## src/rtl/cache_req_arbiter_if.sv

```systemverilog
// Request/response and cache-side bus for the two-port cache request arbiter.
interface cache_req_arbiter_if #(
  parameter int ADDR_WIDTH = 11,
  parameter int DATA_WIDTH = 11
) ();
  logic                  req0_valid;
  logic [ADDR_WIDTH-1:0] req0_addr;
  logic                  req0_ready;
  logic                  resp0_valid;
  logic [DATA_WIDTH-1:0] resp0_data;
  logic [1:0]            resp0_level;

  logic                  req1_valid;
  logic [ADDR_WIDTH-1:0] req1_addr;
  logic                  req1_ready;
  logic                  resp1_valid;
  logic [DATA_WIDTH-1:0] resp1_data;
  logic [1:0]            resp1_level;

  logic [ADDR_WIDTH-1:0] cache_addr;
  logic                  cache_read;
  logic [DATA_WIDTH-1:0] cache_read_data;
  logic                  cache_l1_hit;
  logic                  cache_l2_hit;

  // Arbiter side.
  modport slave (
    input  req0_valid, req0_addr, req1_valid, req1_addr,
    input  cache_read_data, cache_l1_hit, cache_l2_hit,
    output req0_ready, resp0_valid, resp0_data, resp0_level,
    output req1_ready, resp1_valid, resp1_data, resp1_level,
    output cache_addr, cache_read
  );

  // Requesters plus the shared cache.
  modport master (
    output req0_valid, req0_addr, req1_valid, req1_addr,
    output cache_read_data, cache_l1_hit, cache_l2_hit,
    input  req0_ready, resp0_valid, resp0_data, resp0_level,
    input  req1_ready, resp1_valid, resp1_data, resp1_level,
    input  cache_addr, cache_read
  );
endinterface

```

## src/rtl/cache_req_arbiter.sv

```systemverilog
// Two-port round-robin front end sharing one two-level cache.
// Each transaction: accept (IDLE) -> issue read pulse (ISSUE) -> capture
// cache outputs (WAIT) -> one-cycle response to the owning port.
module cache_req_arbiter #(
  parameter int ADDR_WIDTH = 11,
  parameter int DATA_WIDTH = 11,
  parameter int CNT_WIDTH  = 16
) (
  input  logic                 clk,
  input  logic                 rst,
  cache_req_arbiter_if.slave   bus,
  input  logic                 stat_clear_i,
  output logic                 busy_o,
  output logic [CNT_WIDTH-1:0] stat_l1_hits_o,
  output logic [CNT_WIDTH-1:0] stat_l2_hits_o,
  output logic [CNT_WIDTH-1:0] stat_mem_fills_o
);

  typedef enum logic [1:0] {
    ST_IDLE  = 2'd0,
    ST_ISSUE = 2'd1,
    ST_WAIT  = 2'd2
  } state_t;

  state_t                state_q, state_d;
  logic                  rr_q;
  logic                  owner_q;
  logic [ADDR_WIDTH-1:0] cache_addr_q;
  logic                  cache_read_q;
  logic                  resp0_valid_q, resp1_valid_q;
  logic [DATA_WIDTH-1:0] resp0_data_q, resp1_data_q;
  logic [1:0]            resp0_level_q, resp1_level_q;
  logic [CNT_WIDTH-1:0]  l1_cnt_q, l2_cnt_q, mem_cnt_q;

  logic                  grant0_s, grant1_s, accept_s, wait_s;
  logic [1:0]            level_s;

  // Source encoding: L1 wins over L2; neither means a memory fill.
  function automatic logic [1:0] hit_level(input logic l1, input logic l2);
    if (l1)      return 2'b01;
    else if (l2) return 2'b10;
    else         return 2'b11;
  endfunction

  // Increment that sticks at all ones instead of wrapping.
  function automatic logic [CNT_WIDTH-1:0] sat_inc(input logic [CNT_WIDTH-1:0] v);
    if (&v) return v;
    else    return v + {{(CNT_WIDTH-1){1'b0}}, 1'b1};
  endfunction

  assign accept_s = grant0_s | grant1_s;
  assign wait_s   = (state_q == ST_WAIT);
  assign level_s  = hit_level(bus.cache_l1_hit, bus.cache_l2_hit);

  // State register.
  always_ff @(posedge clk or posedge rst) begin
    if (rst) state_q <= ST_IDLE;
    else     state_q <= state_d;
  end

  // Next-state logic: one fixed three-cycle pass per accepted request.
  always_comb begin
    state_d = state_q;
    case (state_q)
      ST_IDLE:  if (accept_s) state_d = ST_ISSUE; else state_d = ST_IDLE;
      ST_ISSUE: state_d = ST_WAIT;
      ST_WAIT:  state_d = ST_IDLE;
      default:  state_d = ST_IDLE;
    endcase
  end

  // Output decode: grant only in IDLE; rr_q breaks ties when both request.
  always_comb begin
    grant0_s = 1'b0;
    grant1_s = 1'b0;
    busy_o   = (state_q != ST_IDLE);
    if (state_q == ST_IDLE) begin
      if (bus.req0_valid && bus.req1_valid) begin
        grant0_s = ~rr_q;
        grant1_s = rr_q;
      end else begin
        grant0_s = bus.req0_valid;
        grant1_s = bus.req1_valid;
      end
    end else begin
      grant0_s = 1'b0;
      grant1_s = 1'b0;
    end
  end

  // Cache request side: latch address/owner on accept, one-cycle read strobe.
  always_ff @(posedge clk or posedge rst) begin
    if (rst) begin
      cache_addr_q <= {ADDR_WIDTH{1'b0}};
      cache_read_q <= 1'b0;
      owner_q      <= 1'b0;
      rr_q         <= 1'b0;
    end else if (accept_s) begin
      cache_addr_q <= grant1_s ? bus.req1_addr : bus.req0_addr;
      cache_read_q <= 1'b1;
      owner_q      <= grant1_s;
      rr_q         <= ~grant1_s;
    end else if (state_q == ST_ISSUE) begin
      cache_read_q <= 1'b0;
    end else begin
      cache_read_q <= cache_read_q;
    end
  end

  // Response capture: only the owner's registers change; data/level persist.
  always_ff @(posedge clk or posedge rst) begin
    if (rst) begin
      resp0_valid_q <= 1'b0;
      resp1_valid_q <= 1'b0;
      resp0_data_q  <= {DATA_WIDTH{1'b0}};
      resp1_data_q  <= {DATA_WIDTH{1'b0}};
      resp0_level_q <= 2'b00;
      resp1_level_q <= 2'b00;
    end else begin
      resp0_valid_q <= wait_s && !owner_q;
      resp1_valid_q <= wait_s && owner_q;
      if (wait_s && !owner_q) begin
        resp0_data_q  <= bus.cache_read_data;
        resp0_level_q <= level_s;
      end
      if (wait_s && owner_q) begin
        resp1_data_q  <= bus.cache_read_data;
        resp1_level_q <= level_s;
      end
    end
  end

  // Statistics: clear dominates any same-cycle increment.
  always_ff @(posedge clk or posedge rst) begin
    if (rst) begin
      l1_cnt_q  <= {CNT_WIDTH{1'b0}};
      l2_cnt_q  <= {CNT_WIDTH{1'b0}};
      mem_cnt_q <= {CNT_WIDTH{1'b0}};
    end else if (stat_clear_i) begin
      l1_cnt_q  <= {CNT_WIDTH{1'b0}};
      l2_cnt_q  <= {CNT_WIDTH{1'b0}};
      mem_cnt_q <= {CNT_WIDTH{1'b0}};
    end else if (wait_s) begin
      if (level_s == 2'b01) l1_cnt_q  <= sat_inc(l1_cnt_q);
      if (level_s == 2'b10) l2_cnt_q  <= sat_inc(l2_cnt_q);
      if (level_s == 2'b11) mem_cnt_q <= sat_inc(mem_cnt_q);
    end
  end

  assign bus.req0_ready     = grant0_s;
  assign bus.req1_ready     = grant1_s;
  assign bus.cache_addr     = cache_addr_q;
  assign bus.cache_read     = cache_read_q;
  assign bus.resp0_valid    = resp0_valid_q;
  assign bus.resp1_valid    = resp1_valid_q;
  assign bus.resp0_data     = resp0_data_q;
  assign bus.resp1_data     = resp1_data_q;
  assign bus.resp0_level    = resp0_level_q;
  assign bus.resp1_level    = resp1_level_q;
  assign stat_l1_hits_o     = l1_cnt_q;
  assign stat_l2_hits_o     = l2_cnt_q;
  assign stat_mem_fills_o   = mem_cnt_q;

endmodule

```

## src/flat_wrapper.sv

```systemverilog
// flat-port wrapper written by rule: the top's interface ports become plain ports
module cache_req_arbiter_flat 
#(
  parameter int ADDR_WIDTH = 11,
  parameter int DATA_WIDTH = 11,
  parameter int CNT_WIDTH  = 16
)
  (clk, rst, stat_clear_i, busy_o, stat_l1_hits_o, stat_l2_hits_o, stat_mem_fills_o, bus_req0_valid, bus_req0_addr, bus_req1_valid, bus_req1_addr, bus_cache_read_data, bus_cache_l1_hit, bus_cache_l2_hit, bus_req0_ready, bus_resp0_valid, bus_resp0_data, bus_resp0_level, bus_req1_ready, bus_resp1_valid, bus_resp1_data, bus_resp1_level, bus_cache_addr, bus_cache_read);
  cache_req_arbiter_if #(.ADDR_WIDTH(ADDR_WIDTH), .DATA_WIDTH(DATA_WIDTH)) bus_i ();
  input  logic clk;
  input  logic rst;
  input  logic stat_clear_i;
  output logic busy_o;
  output logic [CNT_WIDTH-1:0] stat_l1_hits_o;
  output logic [CNT_WIDTH-1:0] stat_l2_hits_o;
  output logic [CNT_WIDTH-1:0] stat_mem_fills_o;
  input wire logic [$bits(bus_i.req0_valid)-1:0] bus_req0_valid;
  input wire logic [$bits(bus_i.req0_addr)-1:0] bus_req0_addr;
  input wire logic [$bits(bus_i.req1_valid)-1:0] bus_req1_valid;
  input wire logic [$bits(bus_i.req1_addr)-1:0] bus_req1_addr;
  input wire logic [$bits(bus_i.cache_read_data)-1:0] bus_cache_read_data;
  input wire logic [$bits(bus_i.cache_l1_hit)-1:0] bus_cache_l1_hit;
  input wire logic [$bits(bus_i.cache_l2_hit)-1:0] bus_cache_l2_hit;
  output wire logic [$bits(bus_i.req0_ready)-1:0] bus_req0_ready;
  output wire logic [$bits(bus_i.resp0_valid)-1:0] bus_resp0_valid;
  output wire logic [$bits(bus_i.resp0_data)-1:0] bus_resp0_data;
  output wire logic [$bits(bus_i.resp0_level)-1:0] bus_resp0_level;
  output wire logic [$bits(bus_i.req1_ready)-1:0] bus_req1_ready;
  output wire logic [$bits(bus_i.resp1_valid)-1:0] bus_resp1_valid;
  output wire logic [$bits(bus_i.resp1_data)-1:0] bus_resp1_data;
  output wire logic [$bits(bus_i.resp1_level)-1:0] bus_resp1_level;
  output wire logic [$bits(bus_i.cache_addr)-1:0] bus_cache_addr;
  output wire logic [$bits(bus_i.cache_read)-1:0] bus_cache_read;
  assign bus_i.req0_valid = bus_req0_valid;
  assign bus_i.req0_addr = bus_req0_addr;
  assign bus_i.req1_valid = bus_req1_valid;
  assign bus_i.req1_addr = bus_req1_addr;
  assign bus_i.cache_read_data = bus_cache_read_data;
  assign bus_i.cache_l1_hit = bus_cache_l1_hit;
  assign bus_i.cache_l2_hit = bus_cache_l2_hit;
  assign bus_req0_ready = bus_i.req0_ready;
  assign bus_resp0_valid = bus_i.resp0_valid;
  assign bus_resp0_data = bus_i.resp0_data;
  assign bus_resp0_level = bus_i.resp0_level;
  assign bus_req1_ready = bus_i.req1_ready;
  assign bus_resp1_valid = bus_i.resp1_valid;
  assign bus_resp1_data = bus_i.resp1_data;
  assign bus_resp1_level = bus_i.resp1_level;
  assign bus_cache_addr = bus_i.cache_addr;
  assign bus_cache_read = bus_i.cache_read;
  cache_req_arbiter #(.ADDR_WIDTH(ADDR_WIDTH), .DATA_WIDTH(DATA_WIDTH), .CNT_WIDTH(CNT_WIDTH)) u_core (.clk(clk), .rst(rst), .bus(bus_i), .stat_clear_i(stat_clear_i), .busy_o(busy_o), .stat_l1_hits_o(stat_l1_hits_o), .stat_l2_hits_o(stat_l2_hits_o), .stat_mem_fills_o(stat_mem_fills_o));
endmodule
```

## config.mk

```make
export PLATFORM = sky130hd
export DESIGN_NAME = cache_req_arbiter_flat
export DESIGN_NICKNAME = d
export VERILOG_FILES = /design/src/rtl/cache_req_arbiter_if.sv /design/src/rtl/cache_req_arbiter.sv /design/src/flat_wrapper.sv
export SDC_FILE = /design/constraint.sdc
export NUM_CORES = 1
export LEC_CHECK = 0
export BUFFER_PORTS_ARGS = -buffer_cell sky130_fd_sc_hd__buf_2
export CAP_MARGIN = 10
export CORE_MARGIN = 5
export CORE_UTILIZATION = 56
export CTS_CLUSTER_DIAMETER = 50
export DETAILED_ROUTE_END_ITERATION = 12
export PLACE_DENSITY = 0.86
export SLEW_MARGIN = 30
export SYNTH_ARGS = -nofsm -noshare
export SYNTH_HDL_FRONTEND = slang
export SYNTH_SLANG_ARGS = --single-unit
```

## constraint.sdc

```tcl
create_clock -name clk -period 4.5 [get_ports clk]
set_input_delay 0.9 -clock clk [delete_from_list [all_inputs] [get_ports clk]]
set_output_delay 0.9 -clock clk [all_outputs]
set_load 0.05 [all_outputs]
```

Word level (Yosys, flattened, before mapping)
Cells that the tools add are included.
- add/subtract/negate cells: 3
- equal/unequal tests: 8
- multiplexer cells: 23
- bitwise logic cells: 3
- reduce and logical (&&, ||, !) cells: 17
- operators with widths (cell ; count):
    two-way mux 16 bit ; 12
    adder 16 x 1 -> 16 bit, second input constant ; 3
    AND reduction 16 bit ; 3
    nonzero test 2 bit ; 6
    two-way mux 11 bit ; 1
    AND reduction 3 bit ; 3
    two-way mux 1 bit ; 8
    == test 2 bit, second input constant ; 3
    inequality test 2 bit, second input constant ; 3
    == test 2 x 1 -> 1 bit, second input constant ; 2
    one-hot mux 2 bit (2 select lines) ; 1
    logical AND 1 bit ; 3
    logical NOT 2 bit ; 1
    two-way mux 2 bit ; 1
    inverter 1 bit ; 2
    logical NOT 1 bit ; 1
    OR 1 bit ; 1
- flip-flop bits (word level): 92
- bits of input ports: 40
- output and inout bits: 91
- logic and storage cells: 68

Logic depth before layout (Yosys ltp)
Gate-level depths: netlist (run 1).
- word-level depth: 6
- gate-level depth with buffers: 7
- depth with buffers taken out: 6

Worst setup path before layout (run 1)
No wires, ideal clock.
- path type: input port to output port
- start: input port bus_req0_valid
- end: output port bus_req1_ready
- arrival: 1.906 ns
- data required time: 3.600 ns
- setup slack: 1.694 ns
- stages: 4
- buffers on the path: 2
- cells stage by stage: nand2b_1 -> and3_1 -> clkbuf_1 -> clkbuf_1
- word-level cells in the longest chain between the ends: 3
- RTL lines (item ; RTL line ; text):
    from (decl) ; flat_wrapper.sv:17 ; input wire logic [$bits(bus_i.req0_valid)-1:0] bus_req0_valid;
    logical AND 1 bit ; cache_req_arbiter.sv:78 ; if (bus.req0_valid && bus.req1_valid) begin
    two-way mux 1 bit ; cache_req_arbiter.sv:78 ;
    two-way mux 1 bit ; cache_req_arbiter.sv:77 ; if (state_q == ST_IDLE) begin
    to (decl) ; flat_wrapper.sv:28 ; output wire logic [$bits(bus_i.req1_ready)-1:0] bus_req1_ready;
Every way passes these cells.

Worst setup path in the final report (run 1)
- start: register u_core.state_q[1]
- end: output port bus_req1_ready
- word-level cells in the longest chain between the ends: 2
- RTL lines (item ; RTL line ; text):
    from (decl) ; cache_req_arbiter.sv:25 ; state_t state_q, state_d;
    from (signal assigned) ; cache_req_arbiter.sv:58 ; else state_q <= state_d;
    logical NOT 2 bit ; cache_req_arbiter.sv:77 ;
    two-way mux 1 bit ; cache_req_arbiter.sv:77 ;
Every way passes these cells.

==> results of run 1 <==
==> worst max-delay path by stage <==
stage	cells after the start	to	startpoint	slack (ns)
floorplan	1	u_core.bus.cache_addr[0]$_DFFE_PP0P_	rst	1.21
global placement	4	bus_req0_ready	bus_req1_valid	1.79
detailed placement	4	bus_req1_ready	bus_req0_valid	1.71
CTS	3	bus_req0_ready	u_core.state_q[1]$_DFF_PP0_	1.68
global route	3	bus_req1_ready	u_core.state_q[1]$_DFF_PP0_	1.56
finish	3	bus_req1_ready	u_core.state_q[1]$_DFF_PP0_	1.68
==> cells by family after synthesis <==
family,after synthesis
XOR/XNOR,38
buffers and inverters,24
multiplexers,27
AO/OA/AOI/OAI,36
AND/OR/NAND/NOR,194
adder cells (fa/ha/maj),3
flip-flops,92
==> worst reg2reg max path, cell delays in order (launching register included) <==
cell	delay [ns]
dfrtp_1	0.47
nor2_1	0.12
and3_1	0.35
nor2_1	0.65
o21ai_0	0.18
==> synth_stat cells, drive strengths merged, types with 4 or more instances <==
master	n	share of area
dfrtp	92	0.53
nor2	60	0.052
nand2	44	0.038
nand3	25	0.029
mux2	22	0.057
xnor2	21	0.042
xor2	17	0.034
nor3	14	0.020
a22oi	11	0.019
and3	11	0.016
nand4	11	0.017
clkbuf	10	0.011
o21ai	10	0.012
inv	9	0.0078
a21oi	7	0.0081
and4	7	0.015
buf	5	0.0072
mux2i	5	0.012
nor4	4	0.012
==> power groups by stage <==
stage	registers [mW]	logic, mW	clock network [mW]
after floorplan	1.79	0.384	0
after global placement	1.14	1.31	0
after detailed placement	1.15	1.34	0
after CTS	1.14	1.33	0.646
after global routing	1.17	1.40	0.686
final	1.14	1.32	0.632
==> per-layer routing <==
layer | vias to the layer above | wire length, um | global-route usage
met5 | - | 0 | 0
met4 | 0 | 150 | 0.0692
met3 | 14 | 802 | 0.0657
met2 | 130 | 4800 | 0.348
met1 | 1715 | 4100 | 0.269
li1 | 1682 | - | -
==> flip-flops by register name, indices dropped and copies added (netlist names), 2 cells and up <==
name	cells
u_core.bus.cache_addr	11
u_core.bus.resp0_data	11
u_core.bus.resp0_level	2
u_core.bus.resp1_data	11
u_core.bus.resp1_level	2
u_core.stat_l1_hits_o	16
u_core.stat_l2_hits_o	16
u_core.stat_mem_fills_o	16
u_core.state_q	2
==> cells in the final DEF, fill, tap and decap left out, types with 2 or more instances in the layout <==
cell type	synthesis	layout
a22oi_1	11	11
or3_1	2	2
nor4b_1	2	2
and2_1	2	2
nor4_2	2	2
o21ai_0	9	9
inv_6	0	3
ha_1	3	3
bufinv_16	0	2
nand2b_1	2	2
nor3_1	12	12
xnor2_1	21	21
dfrtp_1	92	92
buf_2	4	130
mux2i_1	5	5
nand2_1	44	44
inv_1	9	8
nor2_1	60	60
and3_1	11	11
clkbuf_8	1	9
nand4_1	10	10
mux2_2	22	22
xor2_1	17	17
o211ai_1	3	3
a21oi_1	7	7
and4_1	6	6
nand3_1	25	25
==> stage by stage <==
step	cells	util	worst slack (ns)
finish	648	0.691	1.68
global route	648	0.691	1.56
CTS	648	0.691	1.68
detailed placement	632	0.661	1.71
global placement	632	0.661	1.79
floorplan	414	-	1.21
==> layout make-up <==
class | instances | area [um2]
Inverter | 9 | 36.3
Clock buffer | 9 | 124
Clock inverter | 7 | 105
Multi-Input combinational cell | 298 | 1930
Fill cell | 596 | 2360
Tap cell | 102 | 128
Sequential cell | 92 | 2300
Timing Repair Buffer | 131 | 658
==> impl_results.md, run 1 <==
* Starting Density at 0.568
* First-pass DRT Iterations at 4
* Core area at between 0.007 and 0.008 mm2
* Worst Hold Depth at 2
* Peak Freq at 354 MHz
* Share of cells above drive strength 1 at 0.333
* Largest family of logic cells by synthesized area: simple AND/OR/NAND/NOR gates
* Post-CTS resize count at 0
* Post-route ant nets at 0
* Syn Area/Cell at between 10 and 15 um2
* Period minus WS final at around 2.8 ns
* Worst-Skew Late Latency at between 0.3 and 0.4 ns
* Sequential element share of the synthesized area at 0.530
* Via density at between 5 and 6
* Cts hold-fix bufs at 0
* Sequential Power Share at 0.369
* Final setup fails at 0
* Min-delay src: u_core.bus.resp1_level[1]$_DFFE_PP0P_
* CTS buffer count at 9
* Chip height at about 100 um
* CTS Buffer Depth at 2
* RSZ-0062 raised after global routing: no
* Reg clk slew, reported paths at around 0.090 ns
* Routed WL at between 9 and 10 mm
* NetSw at approximately 1.4 mW
* Cell area after layout at approximately 0.0053 mm2
* Row count at 32
* Clock share of power at 0.204
* Total power at 3.09 mW
* P_int at approximately 1.7 mW
* Tot GR Track Use at 0.212
* Synth async-reset ratio at 1.00
* Rel. slew slack at 0.417
* Simple-Gate Fraction of Synth Area at 0.238
* YS warnings at 0
* Max incr delay on CP at between 0.5 and 0.6 ns
* Setup TNS Final at 0 ns
* Initial drt markers at 106
* Crit path cell chain: nor2_1 -> and3_1 -> buf_2
* Final hold vios at 0
* Leak Pwr at roughly 2.6 nW
* Register bit count reported by yosys at 92
* Worst-Margin Slew at approximately 0.87 ns
* Port Buf Inserts at 130
* Nature of the critical path endpoint: primary output
* CTS root buf: clkbuf_8
* Gate Count Post-Synth at about 410
* Buf/Inv on CP at 1
* Placement Cell Area at approximately 0.005 mm2
* Final HPWL DP at 7.35 mm
* Period utilization at 0.628
* Setup Fix Bufs, Post-CTS at 0
* Slowest CP cell: and3_1
* R2R Setup Slk at around 2.6 ns
* Synth cell types at 49
* Switching share of power at 0.458
* R2R depth at 4
* Largest net degree at the start of global routing at 55
* Synth Area in XOR/XNOR at 0.0766
* Initial antenna violation count at 0
* Global route total overflow at 0
* CTS tree: done
* Die width at approximately 100 um
* Syn-to-layout area delta at 21.6%
* Worst hold margin at approximately 0.5 ns
* PwrDens at between 500 and 600 mW/mm2
* Comb pwr share at 0.427
* Synth Area in Compound Gates at 0.0530
* Multiplexer area fraction after synthesis at 0.0685
* First-pass GRT wire length at about 17 mm
* CP max FO at 15
* Pins Over Slew Limit at 0
* Adder-Cell Fraction of Synth Area at 0.00864
* Hold Crit Class: reg -> reg
* N_diodes at 0
* Num ports at 131
* DIE AREA at about 0.0096 mm2
* MaxCap Viol Count at 0
* Critical path class: reg -> out
* WL/cell at 15.2 um
* TritonCTS Sinks at 92
* Net Count, Synth at about 460
* Clock skew at roughly 0.015 ns
* Outcome: complete, no violations
* # H-tree levels at 3
* R2R Path End: u_core.bus.cache_read$_DFFE_PP0P_
* Worst hold endpoint: u_core.bus.resp1_level[1]$_DFFE_PP0P_
* Crit path DAT at 1.92 ns
* Worst Path Required at 3.60 ns
* Crit-path leading delay family: simple AND/OR/NAND/NOR gates
* Post-synthesis cell area at between 0.004 and 0.005 mm2
* EDFF count, synth at 0
* NumNets Final at around 580
* Top_reg_cell synth: dfrtp_1
* DRC violations left at 0
* Vias in the first global route at between 3000 and 4000
* Routed vias at roughly 3500
* RePlAce Congestion at 0.855
* Critical R2R Launch: u_core.state_q[1]$_DFF_PP0_
* VDD IR-drop max at 0.674 mV
* Startpoint type of the worst setup path: register
Note: power is estimated with default switching activity, not from simulation.
==> run 2: changes to the inputs <==
--- a/config.mk
+++ b/config.mk
@@ -5,13 +5,14 @@
 export SDC_FILE = /design/constraint.sdc
 export NUM_CORES = 1
 export LEC_CHECK = 0
+export ABC_AREA = 1
 export BUFFER_PORTS_ARGS = -buffer_cell sky130_fd_sc_hd__buf_2
 export CAP_MARGIN = 10
 export CORE_MARGIN = 5
-export CORE_UTILIZATION = 56
+export CORE_UTILIZATION = 53
 export CTS_CLUSTER_DIAMETER = 50
 export DETAILED_ROUTE_END_ITERATION = 12
-export PLACE_DENSITY = 0.86
+export PLACE_DENSITY = 0.81
 export SLEW_MARGIN = 30
 export SYNTH_ARGS = -nofsm -noshare
 export SYNTH_HDL_FRONTEND = slang
==> constraint.sdc (replaced) <==
create_clock -name clk -period 2.9 [get_ports clk]
set_input_delay 0.58 -clock clk [delete_from_list [all_inputs] [get_ports clk]]
set_output_delay 0.58 -clock clk [all_outputs]
set_load 0.05 [all_outputs]
==> run 2 against run 1 <==
Sequential cell count unchanged; total power up 49%; area after synthesis up 10%; first-iteration DRC count up 76%; critical path type unchanged; largest power group unchanged.
==> impl_results.md, run 2 <==
* CTS root buf: clkbuf_8
* Syn-to-layout area delta at 19.2%
* Syn Area/Cell at ~7.6 um2
* Synth area leader: dfrtp_1
* Sequential element share of the synthesized area at 0.481
* Dpl cells at 854
* Initial antenna violation count at 0
* Critical path class: reg -> out
* Comb pwr share at 0.437
* Global route total overflow at 0
* CTS tree: done
* Commonest cells post-synth: nand2_1, dfrtp_1, nor2_1
* CP max FO at 12
* Filler cells at 789
* Final setup fails at 0
* Startpoint type of the worst setup path: register
* Gate Count Post-Synth at roughly 630
* Period minus WS final at around 2.4 ns
* Synth cell types at 27
* Routed WL at approximately 12 mm
* Final hold vios at 0
* Starting Density at 0.546
* Pins Over Slew Limit at 0
* First-pass GRT wire length at between 20 and 25 mm
* Crit path cell chain: nor2_1 -> nand3_1 -> inv_1 -> buf_2
* Largest net degree at the start of global routing at 52
* NumNets Final at 800
* CTS buffer count at 9
* Net Count, Synth at between 600 and 700
* FF/Latch Area at approximately 0.0023 mm2
* Worst-Margin Slew at ~0.63 ns
* Chip height at roughly 100 um
* Post-route ant nets at 0
* Port Buf Inserts at 130
* Tot GR Track Use at 0.225
* Worst hold margin at 0.263 ns
* Sequential Power Share at 0.385
* Clock skew at roughly 0.018 ns
* Leak Pwr at a little over 3 nW
* Core area at 0.00876 mm2
* RePlAce Congestion at 0.909
* Buf/Inv on CP at 2
* Die width at around 100 um
* Top-area cell type share of the netlist area at 0.481
* CTS Buffer Depth at 2
* PwrDens at between 800 and 900 mW/mm2
* Max incr delay on CP at between 0.4 and 0.5 ns
* Core Util, Final at 0.651
* Peak Freq at around 420 MHz
* Most frequent cell after synthesis: nand2_1
* Routed vias at roughly 4600
* Share of cells above drive strength 1 at 0.215
* Via density at roughly 5.3
* Crit path DAT at around 1.8 ns
* Cts hold-fix bufs at 0
* Slowest CP cell: dfrtp_1
* Num ports at about 130
* Commonest non-fill, non-tap cell in the layout: nand2_1
* YS warnings at 0
* Reg clk slew, reported paths at ~0.11 ns
* Worst-Skew Late Latency at 0.37 ns
* Initial drt markers at around 190
* VDD IR-drop max at just over 1 mV
* Clock share of power at 0.178
* # H-tree levels at 3
* Layout Cells excl Fill at a little under 900
* DRC violations left at 0
* NetSw at roughly 2.3 mW
* P_int at 2.32 mW
* Row count at 34
* Nature of the critical path endpoint: primary output
* N_diodes at 0
* Hold Crit Class: in -> async
* Switching share of power at 0.496
* Final HPWL DP at roughly 9 mm
* TritonCTS Sinks at a little over 90
* Post-synthesis cell area at 0.00478 mm2
* First-pass DRT Iterations at 4
* Largest cells by area after synthesis: dfrtp_1, nand2_1, nor2_1
* Crit-path leading delay family: buffers and inverters
* Setup Fix Bufs, Post-CTS at 0
* Period utilization at 0.817
* Register bit count reported by yosys at between 90 and 100
* Post-CTS resize count at 0
* RSZ-0062 raised after global routing: no
* Top_reg_cell synth: dfrtp_1
* Commonest cells after routing, fill and taps aside: nand2_1, buf_2, dfrtp_1, nor2_1, inv_1
* Outcome: complete, no violations
* Synth async-reset ratio at 1.00
* Vias in the first global route at approximately 4600
* DIE AREA at between 0.01 and 0.015 mm2
* Setup TNS Final at 0 ns
* MaxCap Viol Count at 0
* R2R Setup Slk at 0.94 ns
* EDFF count, synth at 0
* WL/cell at 14.0 um
* Worst Path Required at roughly 2.3 ns
* Footprint of the multi-input gates at ~0.0022 mm2
* Rel. slew slack at 0.576
run 2: cell count changes after synthesis, moves of 6 or more:
cell,previous run,this run
inv_1,9,54
nand2_1,44,241
and3_1,11,0
xnor2_1,21,0
nor3_1,12,0
mux2_2,22,0
o21ai_0,9,37
o21bai_1,1,8
nand4_1,10,33
and4_1,6,0
run 2: cells by family after synthesis:
logic type	Yosys count	synth area share
compound gates	67	0.0811
xor+xnor	16	0.0293
fa+ha+maj	3	0.00785
buf+inv	73	0.0612
flops	92	0.481
simple gates	380	0.339
run 2: worst reg2reg max path: stages, from the launching register on:
cell	delay, ns
dfrtp_1	0.44
ha_1	0.29
nand3_2	0.15
inv_2	0.06
nand2_1	0.07
nor2_2	0.05
nor2_2	0.46
nor2_4	0.18
nand2_1	0.10
nand2_1	0.05
run 2: path summary, 6_finish.rpt:
kind / startpoint / end / cells after the start
max: u_core.state_q[1]$_DFF_PP0_ / bus_req1_ready / 4
min: rst / u_core.stat_l1_hits_o[14]$_DFFE_PP0P_ / 2
max reg2reg: u_core.stat_l1_hits_o[0]$_DFFE_PP0P_ / u_core.stat_l1_hits_o[6]$_DFFE_PP0P_ / 9
min reg2reg: u_core.owner_q$_DFFE_PP0P_ / u_core.bus.resp0_valid$_DFF_PP0_ / 1
max in group asynchronous: rst / u_core.stat_mem_fills_o[10]$_DFFE_PP0P_ / 3
min in group clk: bus_req1_addr[2] / u_core.bus.cache_addr[2]$_DFFE_PP0P_ / 3
run 2: metal layers:
layer  track usage  wire [um]  up-vias
met3        0.0598       1060       18
met1         0.284       4990     2146
li1              -          -     2277
met4        0.0685        182        0
met2         0.378       5900      163
met5             0          0        -
run 2: power by group through the flow:
stage	logic [mW]	clock network, mW	registers (mW)
finish	2.01	0.820	1.77
global route	2.16	0.891	1.81
CTS	2.03	0.832	1.77
detailed placement	2.04	0	1.78
global placement	1.98	0	1.77
floorplan	0.569	0	2.74
run 2: layout make-up:
class	count	area share
multi-input combinational	466	0.384
clock inverter	7	0.0101
clock buffer	9	0.0217
inverter	55	0.0369
tap	108	0.0237
sequential	92	0.404
timing repair buffer	133	0.120
run 2: through the flow:
step                setup slack [ns]  total power [mW]  instance area (um2)
finish                         0.529              4.60                 5700
global route                   0.358              4.87                 5700
CTS                            0.498              4.64                 5700
detailed placement             0.804              3.82                 5520
global placement               0.877              3.75                 5520
floorplan                      0.870              3.30                 4790
==> run 3: changes to the inputs <==
--- a/config.mk
+++ b/config.mk
@@ -5,14 +5,14 @@
 export SDC_FILE = /design/constraint.sdc
 export NUM_CORES = 1
 export LEC_CHECK = 0
-export ABC_AREA = 1
+export ABC_AREA = 0
 export BUFFER_PORTS_ARGS = -buffer_cell sky130_fd_sc_hd__buf_2
 export CAP_MARGIN = 10
 export CORE_MARGIN = 5
-export CORE_UTILIZATION = 53
+export CORE_UTILIZATION = 47
 export CTS_CLUSTER_DIAMETER = 50
 export DETAILED_ROUTE_END_ITERATION = 12
-export PLACE_DENSITY = 0.81
+export PLACE_DENSITY = 0.77
 export SLEW_MARGIN = 30
 export SYNTH_ARGS = -nofsm -noshare
 export SYNTH_HDL_FRONTEND = slang
==> constraint.sdc (replaced) <==
create_clock -name clk -period 2.15 [get_ports clk]
set_input_delay 0.43 -clock clk [delete_from_list [all_inputs] [get_ports clk]]
set_output_delay 0.43 -clock clk [all_outputs]
set_load 0.05 [all_outputs]
==> run 3 against run 2 <==
Clock skew decreased by 0.00090 ns; critical path depth shrank 1; largest power group unchanged; sequential share of layout area up 2.6 points; clock-buffer cell count unchanged; routed wire length shrank 15%; register-to-register slack worse by 0.64 ns; sequential cell count is the same; core utilization decreased by 6.3 points.
==> impl_results.md, run 3 (synthesis gave the netlist of run 1 again) <==
* Outcome: complete, no violations
* First-pass DRT Iterations at 6
* Vias in the first global route at between 3000 and 4000
* Share of cells above drive strength 1 at 0.344
* Setup TNS Final at 0 ns
* Port Buf Inserts at between 100 and 150
* Worst-Skew Late Latency at around 0.35 ns
* CTS Buffer Depth at 2
* Core area at 0.00911 mm2
* CTS buffer count at 9
* DRC violations left at 0
* Cts hold-fix bufs at 0
* Dpl cells at roughly 650
* MaxCap Viol Count at 0
* Worst-Margin Slew at 0.684 ns
* Leak Pwr at 2.65 nW
* Commonest non-fill, non-tap cell in the layout: buf_2
* Initial drt markers at 124
* Crit path DAT at approximately 1.6 ns
* RSZ-0062 raised after global routing: no
* Commonest cells after routing, fill and taps aside: buf_2, dfrtp_1, nor2_1, nand2_1, nand3_1
* Chip height at around 110 um
* Row count at 35
* Rel. slew slack at 0.542
* # H-tree levels at 3
* TritonCTS Sinks at 92
* Final setup fails at 0
* Reg clk slew, reported paths at approximately 0.10 ns
* Worst Path Required at around 1.7 ns
* Post-CTS resize count at 0
* Filler cells at ~820
* CP max FO at 6
* Highest Signal Layer: met4
* RePlAce Congestion at between 0.8 and 0.9
* Peak Freq at 491 MHz
* Nature of the critical path endpoint: primary output
* Layout Cells excl Fill at ~660
* Starting Density at 0.477
* DIE AREA at between 0.01 and 0.015 mm2
* Met1 WL at approximately 4.5 mm
* Via density at roughly 5.4
* PwrDens at 1180 mW/mm2
* Critical path class: reg -> out
* Pins Over Slew Limit at 0
* Num ports at 131
* Clock skew at 0.0174 ns
* Routed WL at around 10 mm
* Period utilization at 0.947
* WL met2 at between 4 and 5 mm
* Initial antenna violation count at 0
* Met3 WL at approximately 800 um
* Global route total overflow at 0
* First-pass GRT wire length at between 15 and 20 mm
* Routed vias at 3563
* CTS tree: done
* Die width at approximately 110 um
* Period minus WS final at 2.04 ns
* Largest net degree at the start of global routing at 27
* NumNets Final at approximately 590
* Tot GR Track Use at 0.197
* CTS root buf: clkbuf_8
* Startpoint type of the worst setup path: register
* Final hold vios at 0
* Post-route ant nets at 0
* Syn-to-layout area delta at 23.1%
* WL/cell at about 15 um
* VDD IR-drop max at between 1 and 1.5 mV
* Setup Fix Bufs, Post-CTS at 0
* Hold Crit Class: in -> async
* N_diodes at 0
* Final HPWL DP at a little under 8 mm
==> run 3: cell types whose count changed in the layout (fill, tap and decap cells not counted), moves of 6 or more <==
cell	previous run	this run
nand2_1	241	44
inv_1	53	8
o21ai_0	37	9
nand4_1	33	10
mux2_2	0	22
xnor2_1	0	21
nor3_1	0	12
and3_1	0	10
o21bai_1	8	1
and4_1	0	6
==> run 3: final timing paths <==
path | start | cells after the start | to | slack (ns)
setup / recovery | u_core.state_q[0]$_DFF_PP0_ | 3 | bus_req1_ready | 0.11
hold / removal | rst | 2 | u_core.bus.cache_addr[0]$_DFFE_PP0P_ | 0.14
setup reg to reg | u_core.stat_l1_hits_o[0]$_DFFE_PP0P_ | 6 | u_core.stat_l1_hits_o[1]$_DFFE_PP0P_ | 0.30
hold reg to reg | u_core.bus.resp1_level[1]$_DFFE_PP0P_ | 2 | u_core.bus.resp1_level[1]$_DFFE_PP0P_ | 0.48
max in group asynchronous | rst | 3 | u_core.bus.cache_addr[2]$_DFFE_PP0P_ | 1.46
min in group clk | bus_req0_addr[8] | 3 | u_core.bus.cache_addr[8]$_DFFE_PP0P_ | 0.29
==> run 3: power by group <==
group          internal [mW]  switching (mW)  total [mW]
logic                  0.726            2.08        2.80
clock network          0.452           0.673        1.13
registers               2.15           0.253        2.40
total                   3.33            3.00        6.33
==> run 3: final cells by class <==
type	instances	area (um2)	share of cell area
clock inverters	7	66.3	0.0124
clock buffers	9	124	0.0231
flip-flops and latches	92	2300	0.430
repair buffers	138	751	0.140
well taps	111	139	0.0259
multi-input cells	298	1930	0.361
inverters	9	37.5	0.00701
==> run 3: per-layer routing <==
layer / vias up / track usage
li1: 1705 / -
met1: 1738 / 0.258
met2: 116 / 0.322
met3: 4 / 0.0631
met4: 0 / 0.0416
met5: - / 0
==> run 3: through the flow <==
step | hold WS (ns) | area (um2) | total power [mW] | setup WS (ns) | util
after floorplan | 0.480 | 4350 | 4.54 | 0.175 | -
after global placement | 0.462 | 5160 | 5.19 | 0.256 | 0.566
after detailed placement | 0.465 | 5160 | 5.26 | 0.184 | 0.566
after CTS | 0.153 | 5350 | 6.39 | 0.0521 | 0.587
after global routing | 0.167 | 5350 | 6.68 | 0.000916 | 0.588
final | 0.143 | 5350 | 6.33 | 0.115 | 0.588
==> run 3: worst max-delay path, stage by stage, from the launching register on <==
cell	delay, ns
dfrtp_1	0.46
nor2_1	0.24
and3_1	0.27
buf_2	0.30
